`src/rtl/move_segment_queue_if.sv`:
```
// Segment bus between SPI decoder (producer), segment queue and DDA (consumer).
// The master side is the producer/consumer pair; the slave side is the queue.
interface move_segment_queue_if #(
    parameter int unsigned WORD_W = 64
);
    logic              wr_valid;
    logic              wr_ready;
    logic              wr_dir;
    logic [WORD_W-1:0] wr_duration;
    logic [WORD_W-1:0] wr_increment;
    logic [WORD_W-1:0] wr_incinc;
    logic              rd_valid;
    logic              rd_ready;
    logic              rd_dir;
    logic [WORD_W-1:0] rd_duration;
    logic [WORD_W-1:0] rd_increment;
    logic [WORD_W-1:0] rd_incinc;

    modport master (
        output wr_valid, wr_dir, wr_duration, wr_increment, wr_incinc, rd_ready,
        input  wr_ready, rd_valid, rd_dir, rd_duration, rd_increment, rd_incinc
    );

    modport slave (
        input  wr_valid, wr_dir, wr_duration, wr_increment, wr_incinc, rd_ready,
        output wr_ready, rd_valid, rd_dir, rd_duration, rd_increment, rd_incinc
    );
endinterface

```
`src/rtl/move_segment_queue.sv`:
```
// Circular FWFT queue of coordinated-move segments between the SPI decoder and the DDA.
// Pointers carry a wrap bit so full/empty need no separate occupancy register.
module move_segment_queue #(
    parameter int unsigned DEPTH_BITS = 2,
    parameter int unsigned WORD_W     = 64
) (
    input  logic                  CLK,
    input  logic                  resetn,
    move_segment_queue_if.slave   seg,
    input  logic                  flush,
    input  logic                  clear_errors,
    output logic [DEPTH_BITS:0]   count,
    output logic                  overflow,
    output logic                  zero_dur_err,
    output logic [15:0]           pop_count
);
    localparam int unsigned DEPTH = 2 ** DEPTH_BITS;
    localparam int unsigned PTR_W = DEPTH_BITS + 1;

    logic [PTR_W-1:0]      wr_ptr_q, wr_ptr_d;
    logic [PTR_W-1:0]      rd_ptr_q, rd_ptr_d;
    logic                  overflow_q, overflow_d;
    logic                  zero_dur_q, zero_dur_d;
    logic [15:0]           pop_cnt_q, pop_cnt_d;

    logic                  mem_dir [DEPTH];
    logic [WORD_W-1:0]     mem_duration [DEPTH];
    logic [WORD_W-1:0]     mem_increment [DEPTH];
    logic [WORD_W-1:0]     mem_incinc [DEPTH];

    logic [DEPTH_BITS-1:0] wr_idx, rd_idx;
    logic                  empty, full, wr_hs, zero_dur, push, pop;

    assign wr_idx   = wr_ptr_q[DEPTH_BITS-1:0];
    assign rd_idx   = rd_ptr_q[DEPTH_BITS-1:0];
    assign empty    = (wr_ptr_q == rd_ptr_q);
    assign full     = (wr_idx == rd_idx) && (wr_ptr_q[DEPTH_BITS] != rd_ptr_q[DEPTH_BITS]);
    assign wr_hs    = seg.wr_valid && !full;
    assign zero_dur = (seg.wr_duration == '0);
    // Flush overrides any handshake in the same cycle.
    assign push     = wr_hs && !zero_dur && !flush;
    assign pop      = !empty && seg.rd_ready && !flush;

    // Next-state for pointers, pop counter and sticky errors.
    always_comb begin
        wr_ptr_d   = wr_ptr_q;
        rd_ptr_d   = rd_ptr_q;
        pop_cnt_d  = pop_cnt_q;
        overflow_d = overflow_q;
        zero_dur_d = zero_dur_q;

        if (flush) begin
            rd_ptr_d = wr_ptr_q;
        end else begin
            if (push) begin
                wr_ptr_d = wr_ptr_q + PTR_W'(1);
            end
            if (pop) begin
                rd_ptr_d  = rd_ptr_q + PTR_W'(1);
                pop_cnt_d = pop_cnt_q + 16'(1);
            end
        end

        if (clear_errors) begin
            overflow_d = 1'b0;
            zero_dur_d = 1'b0;
        end
        // A fresh error in the clearing cycle still wins; a flush leaves flags alone.
        if (!flush && seg.wr_valid && full) begin
            overflow_d = 1'b1;
        end
        if (!flush && wr_hs && zero_dur) begin
            zero_dur_d = 1'b1;
        end
    end

    always_ff @(posedge CLK or negedge resetn) begin
        if (!resetn) begin
            wr_ptr_q   <= '0;
            rd_ptr_q   <= '0;
            pop_cnt_q  <= '0;
            overflow_q <= 1'b0;
            zero_dur_q <= 1'b0;
        end else begin
            wr_ptr_q   <= wr_ptr_d;
            rd_ptr_q   <= rd_ptr_d;
            pop_cnt_q  <= pop_cnt_d;
            overflow_q <= overflow_d;
            zero_dur_q <= zero_dur_d;
        end
    end

    // Segment storage; contents are meaningless until written, so no reset.
    always_ff @(posedge CLK) begin
        if (push) begin
            mem_dir[wr_idx]       <= seg.wr_dir;
            mem_duration[wr_idx]  <= seg.wr_duration;
            mem_increment[wr_idx] <= seg.wr_increment;
            mem_incinc[wr_idx]    <= seg.wr_incinc;
        end
    end

    assign seg.wr_ready     = !full;
    assign seg.rd_valid     = !empty;
    assign seg.rd_dir       = mem_dir[rd_idx];
    assign seg.rd_duration  = mem_duration[rd_idx];
    assign seg.rd_increment = mem_increment[rd_idx];
    assign seg.rd_incinc    = mem_incinc[rd_idx];

    assign count        = wr_ptr_q - rd_ptr_q;
    assign overflow     = overflow_q;
    assign zero_dur_err = zero_dur_q;
    assign pop_count    = pop_cnt_q;
endmodule

```
`src/flat_wrapper.sv`:
```
// flat-port wrapper written by rule: the top's interface ports become plain ports
module move_segment_queue_flat 
#(
    parameter int unsigned DEPTH_BITS = 2,
    parameter int unsigned WORD_W     = 64
)
  (CLK, resetn, flush, clear_errors, count, overflow, zero_dur_err, pop_count, seg_wr_valid, seg_wr_dir, seg_wr_duration, seg_wr_increment, seg_wr_incinc, seg_rd_ready, seg_wr_ready, seg_rd_valid, seg_rd_dir, seg_rd_duration, seg_rd_increment, seg_rd_incinc);
  move_segment_queue_if #(.WORD_W(WORD_W)) seg_i ();
  input  logic CLK;
  input  logic resetn;
  input  logic flush;
  input  logic clear_errors;
  output logic [DEPTH_BITS:0] count;
  output logic overflow;
  output logic zero_dur_err;
  output logic [15:0] pop_count;
  input wire logic [$bits(seg_i.wr_valid)-1:0] seg_wr_valid;
  input wire logic [$bits(seg_i.wr_dir)-1:0] seg_wr_dir;
  input wire logic [$bits(seg_i.wr_duration)-1:0] seg_wr_duration;
  input wire logic [$bits(seg_i.wr_increment)-1:0] seg_wr_increment;
  input wire logic [$bits(seg_i.wr_incinc)-1:0] seg_wr_incinc;
  input wire logic [$bits(seg_i.rd_ready)-1:0] seg_rd_ready;
  output wire logic [$bits(seg_i.wr_ready)-1:0] seg_wr_ready;
  output wire logic [$bits(seg_i.rd_valid)-1:0] seg_rd_valid;
  output wire logic [$bits(seg_i.rd_dir)-1:0] seg_rd_dir;
  output wire logic [$bits(seg_i.rd_duration)-1:0] seg_rd_duration;
  output wire logic [$bits(seg_i.rd_increment)-1:0] seg_rd_increment;
  output wire logic [$bits(seg_i.rd_incinc)-1:0] seg_rd_incinc;
  assign seg_i.wr_valid = seg_wr_valid;
  assign seg_i.wr_dir = seg_wr_dir;
  assign seg_i.wr_duration = seg_wr_duration;
  assign seg_i.wr_increment = seg_wr_increment;
  assign seg_i.wr_incinc = seg_wr_incinc;
  assign seg_i.rd_ready = seg_rd_ready;
  assign seg_wr_ready = seg_i.wr_ready;
  assign seg_rd_valid = seg_i.rd_valid;
  assign seg_rd_dir = seg_i.rd_dir;
  assign seg_rd_duration = seg_i.rd_duration;
  assign seg_rd_increment = seg_i.rd_increment;
  assign seg_rd_incinc = seg_i.rd_incinc;
  move_segment_queue #(.DEPTH_BITS(DEPTH_BITS), .WORD_W(WORD_W)) u_core (.CLK(CLK), .resetn(resetn), .seg(seg_i), .flush(flush), .clear_errors(clear_errors), .count(count), .overflow(overflow), .zero_dur_err(zero_dur_err), .pop_count(pop_count));
endmodule
```
`config.mk`:
```
export PLATFORM = sky130hd
export DESIGN_NAME = move_segment_queue_flat
export DESIGN_NICKNAME = d
export VERILOG_FILES = /design/src/rtl/move_segment_queue_if.sv /design/src/rtl/move_segment_queue.sv /design/src/flat_wrapper.sv
export SDC_FILE = /design/constraint.sdc
export NUM_CORES = 1
export LEC_CHECK = 0
export BUFFER_PORTS_ARGS = -buffer_cell sky130_fd_sc_hd__buf_2
export CAP_MARGIN = 30
export CORE_UTILIZATION = 30
export CTS_BUF_LIST = sky130_fd_sc_hd__clkbuf_2
export CTS_CLUSTER_DIAMETER = 50
export CTS_CLUSTER_SIZE = 24
export DETAILED_ROUTE_END_ITERATION = 10
export PLACE_DENSITY_LB_ADDON = 0.12
export SYNTH_ARGS = -nofsm -noshare
export SYNTH_HDL_FRONTEND = slang
export SYNTH_SLANG_ARGS = --single-unit
```
`constraint.sdc`:
```
create_clock -name CLK -period 9.7 [get_ports CLK]
set_clock_uncertainty 0.1 [all_clocks]
set_input_delay 0.485 -clock CLK [delete_from_list [all_inputs] [get_ports CLK]]
set_output_delay 0.485 -clock CLK [all_outputs]
set_load 0.005 [all_outputs]
```
=== Word-level counts from Yosys, hierarchy flattened ===
Memories as Yosys holds them, arrays and structs flattened.
Index checks and enable logic that the tools add are counted.

* Bits of input ports: 199
* Logic and storage cells: 44
* Memories kept: 4
* Bits in registers: 24
* RAM bits: 772

* Bitwise gates (word level): 1
* Mux-type cells: 7
* Equality and inequality tests: 3
* Add/sub/neg operators: 4
* Reductions and logical operators: 20

{| class="wikitable"
|+ Memories
! name !! words !! bits a word !! rd ports !! clocked after Yosys merged registers in !! write ports !! RTL line !! text
|-
| u_core.mem_duration || 4 || 64 || 1 || 0 || 1 || move_segment_queue.sv:27 || <nowiki>logic [WORD_W-1:0] mem_duration [DEPTH];</nowiki>
|-
| u_core.mem_incinc || 4 || 64 || 1 || 0 || 1 || move_segment_queue.sv:29 || <nowiki>logic [WORD_W-1:0] mem_incinc [DEPTH];</nowiki>
|-
| u_core.mem_increment || 4 || 64 || 1 || 0 || 1 || move_segment_queue.sv:28 || <nowiki>logic [WORD_W-1:0] mem_increment [DEPTH];</nowiki>
|-
| u_core.mem_dir || 4 || 1 || 1 || 0 || 1 || move_segment_queue.sv:26 || <nowiki>logic mem_dir [DEPTH];</nowiki>
|}

{| class="wikitable"
|+ Operator list
! kind !! count
|-
| $logic_not 64->1 || 1
|-
| $add 16x1->16 const B || 1
|-
| $logic_and 1x1->1 || 10
|-
| $add 3x1->3 const B || 2
|-
| $mux 3 || 2
|-
| $reduce_bool 2->1 || 3
|-
| $mux 1 || 5
|-
| $logic_not 1->1 || 4
|-
| $reduce_and 2->1 || 2
|-
| $eq 3x3->1 || 1
|-
| $sub 3x3->3 || 1
|-
| $eq 2x2->1 || 1
|-
| $ne 1x1->1 || 1
|-
| $not 1->1 || 1
|}

=== Longest topological paths before layout ===
* Word-level depth: 8
* Mapped depth: 10
* Depth with buffers taken out: 7

=== Least setup slack after synthesis ===
OpenSTA, ideal clock, no wires.

* Kind: register to register
* Start point: reg u_core.rd_ptr_q[1]
* End point: mem u_core.mem_dir[3] (enable)
* Arrival: 9848 ps
* Required time: 8848 ps
* Path slack: -1000 ps
* Setup time: 752 ps
* Cell stages (with the launch flop): 9
* Period minus slack after synthesis: 10700 ps
* Path buffers: 3
* Cell sequence: dfrtp_1 clkbuf_1 buf_2 buf_1 inv_1 ha_1 a31oi_1 nand2_1 nor2_1

* Longest elaborated chain between the ends: 8

{| class="wikitable"
|+ Ends and longest elaborated chain
! what !! RTL line !! text
|-
| start: declaration || move_segment_queue.sv:21 || <nowiki>logic [PTR_W-1:0] rd_ptr_q, rd_ptr_d;</nowiki>
|-
| start signal: assignment || move_segment_queue.sv:86 || <nowiki>rd_ptr_q <= rd_ptr_d;</nowiki>
|-
| $eq 2x2->1 || move_segment_queue.sv:37 || <nowiki>assign full = (wr_idx == rd_idx) && (wr_ptr_q[DEPTH_BITS] != rd_ptr_q[DEPTH_BITS]);</nowiki>
|-
| $logic_and 1x1->1 || move_segment_queue.sv:37 ||
|-
| $logic_not 1->1 || move_segment_queue.sv:38 || <nowiki>assign wr_hs = seg.wr_valid && !full;</nowiki>
|-
| $logic_and 1x1->1 || move_segment_queue.sv:38 ||
|-
| $logic_and 1x1->1 (2 in series) || move_segment_queue.sv:41 || <nowiki>assign push = wr_hs && !zero_dur && !flush;</nowiki>
|-
| $mux 1 || move_segment_queue.sv:95 || <nowiki>if (push) begin</nowiki>
|-
| $mux 1 (not written as such) || move_segment_queue.sv:96 || <nowiki>mem_dir[wr_idx] <= seg.wr_dir;</nowiki>
|-
| end: declaration || move_segment_queue.sv:26 ||
|}

Every way passes these cells.

=== Worst setup path after layout ===
* Start point: reg u_core.rd_ptr_q[1]
* End point: out seg_rd_duration[13]

* Longest elaborated chain between the ends: 1

{| class="wikitable"
|+ Ends and longest elaborated chain
! what !! RTL line !! text
|-
| $mem_v2 4x64 || -- ||
|-
| end: declaration || flat_wrapper.sv:26 || <nowiki>output wire logic [$bits(seg_i.rd_duration)-1:0] seg_rd_duration;</nowiki>
|}

Every way passes these cells.

==> out/results.tsv <==
metric	value	unit
synth_cell_types	32	
relSlewSlack	35.4	%
fin_crit_sh	50.5	%
crit_fanout	48	
drv_slew	0	
slowest_stage	dfrtp_4	
area_delta_synth_final	32.1	%
synth_top_area_cell	edfxtp_1	
syn-cell-area	0.0291	sq mm
start_util	30.5	%
layout_commonest_cell	edfxtp_1	
rows	113	
fin_tns_setup	0	ns
vias	15100	
max_cap_viol_count	0	
grt_pass1_wl	105000	um
final_cell_mix	edfxtp_1, buf_2, dlygate4sd3_1	
end_kind	primary output	
min_period	4.90	ns
clockBufferDepth	3	
synth_top_area_share	79.6	%
drtIter0Drc	951	
rsz0062_at_grt	false	
p_leak	13.1	nW
path_buf_inv	4	
ir_worst_vdd	0.120	mV
final_layout_size_suffix_gt1_share	38.9	%
ys_warn_count	0	
grt_max_degree	111	
cp-start-kind	flop	
wl_per_cell	20.8	um
ios	415	
wl	70400	um
gp_congestion	0.701	
finalNetCount	2242	
setup-violations-final	0	
cts_root_buf	clkbuf_2	
fmax	204	MHz
synthTopCellsByArea	edfxtp_1, mux4_2, dfrtp_1	
cts_resized	0	
antenna_found_initial	7	
coreArea	0.0956	sq mm
cpMostUsedCell	buf_4	
viasPerCell	4.46	
drc	0	
intPower	6.32	mW
ys_seq_area_share	81.7	%
syn-instance-count	1141	
die_height	313	um
seqPwrFrac	47.1	%
grt_usage	14.3	%
ys_ff_latch	796	
hold_violations	0	
grt_overflow_total	0	
hpwl	41600	um
ant_nets	0	
worstPathRequired	9.12	ns
final_core_util	40.2	%
synth_fp_nets	1349	
first_global_vias	16800	
drtPass1Iterations	6	
worstPathCellList	buf_4, buf_16, buf_4, mux4_2, buf_2	
critical_path_class	flop to primary output	
cp_top_family	buffers and inverters	
arrival	4.31	ns
worstMarginPinSlew	0.970	ns
avgSynthCellArea	25.5	sq um
power_density	240	mW/mm^2
swShare	31.5	%
dieArea	0.0983	sq mm
min_path_type	flop to flop	
worst_skew_pair.late_latency	1.23	ns
numCtsBuffers	94	
die_x	313	um
path_clk_slew	0.21	ns
cts.htree.levels	3	
power_frac_comb	30.1	%
p_sw	2.91	mW
cts_tree	done	
outcome	complete, no violations	
io_buffers	414	
clkPwrFrac	22.7	%
max_stage_delay	0.80	ns
cts_sinks	796	
whs	0.390	ns
-- logic make-up after synthesis --
| family | count (synthesis) | synth area share (%) |
|---|---|---|
| flops | 796 | 81.7 |
| mux | 196 | 15.1 |
| simple gates | 60 | 1.26 |
| buf+inv | 52 | 0.761 |
| xor+xnor | 21 | 0.658 |
| fa+ha+maj | 9 | 0.413 |
| compound gates | 7 | 0.142 |
-- path summary, 6_finish.rpt --
kind / startpoint / end / slack, ns / depth (start not counted)
hold reg to reg: u_core.pop_count[15] / u_core.pop_count[15] / 0.39 / 1
min in group asynchronous: resetn / u_core.zero_dur_err / 0.66 / 5
hold / removal: u_core.pop_count[15] / u_core.pop_count[15] / 0.39 / 1
setup reg to reg: u_core.rd_ptr_q[0] / u_core.mem_incinc[2][19] / 5.26 / 8
setup / recovery: u_core.rd_ptr_q[1] / seg_rd_duration[13] / 4.80 / 5
max in group asynchronous: resetn / u_core.rd_ptr_q[0] / 8.65 / 5
-- metal layers --
| metal | vias to the layer above | share of wire (%) | global-route usage, % |
|---|---|---|---|
| li1 | 6739 | - | - |
| met1 | 7901 | 42 | 17.5 |
| met2 | 359 | 51 | 25.1 |
| met3 | 83 | 5.6 | 3.50 |
| met4 | 6 | 1.8 | 4.15 |
| met5 | - | 0.050 | 0 |
-- layout make-up --
type	instances	area (sq um)
tap	1265	1580
timing repair buffer	842	6430
inverter	7	26.3
sequential	796	23800
clock inverter	77	991
antenna	5	12.5
fill	8804	57100
clock buffer	99	495
multi-input combinational	293	5110
-- flip-flops by register name, indices dropped and copies added (netlist names) --
signal                cells
u_core.zero_dur_err       1
u_core.overflow           1
u_core.wr_ptr_q           3
u_core.mem_dir            4
u_core.mem_incinc       256
u_core.rd_ptr_q           3
u_core.mem_increment    256
u_core.pop_count         16
u_core.mem_duration     256
-- cells in the mapped netlist, drive strengths merged --
cell type / number
nor3: 1
nor2: 3
mux4: 193
nand2b: 1
nand4: 6
or2: 1
nand2: 13
o22ai: 1
nand3: 8
edfxtp: 772
nor4: 19
and2b: 1
clkbuf: 16
a31oi: 1
fa: 1
and3: 4
o21ai: 5
buf: 29
dfrtp: 24
and2: 3
ha: 8
inv: 7
xor2: 7
mux2i: 1
xnor2: 14
mux2: 2
-- power by group through the flow --
stage	Clock, mW	Sequential (mW)	Combinational (mW)
6_report	2.10	4.35	2.78
5_1_grt	2.32	4.40	3.03
4_1_cts	2.20	4.41	2.84
3_5_place_dp	0	4.49	2.69
3_3_place_gp	0	4.47	2.67
2_1_floorplan	0	4.41	1.52
-- what timing repair did --
item                                   CTS  global route
setup buffers                            0             0
endpoints found under the hold margin  911             0
hold buffers                           402             0
-- through the flow --
step           area (sq um)  power (mW)  worst slack, ns  cells
6_report              38400        9.24             4.80   3384
5_1_grt               38400        9.75             4.45   3382
4_1_cts               38400        9.45             4.33   3377
3_5_place_dp          32900        7.18             4.84   2799
3_3_place_gp          32700        7.14             4.52   2795
2_1_floorplan         29100        5.93             2.30   1141
Power figures use the tool's default switching activity.
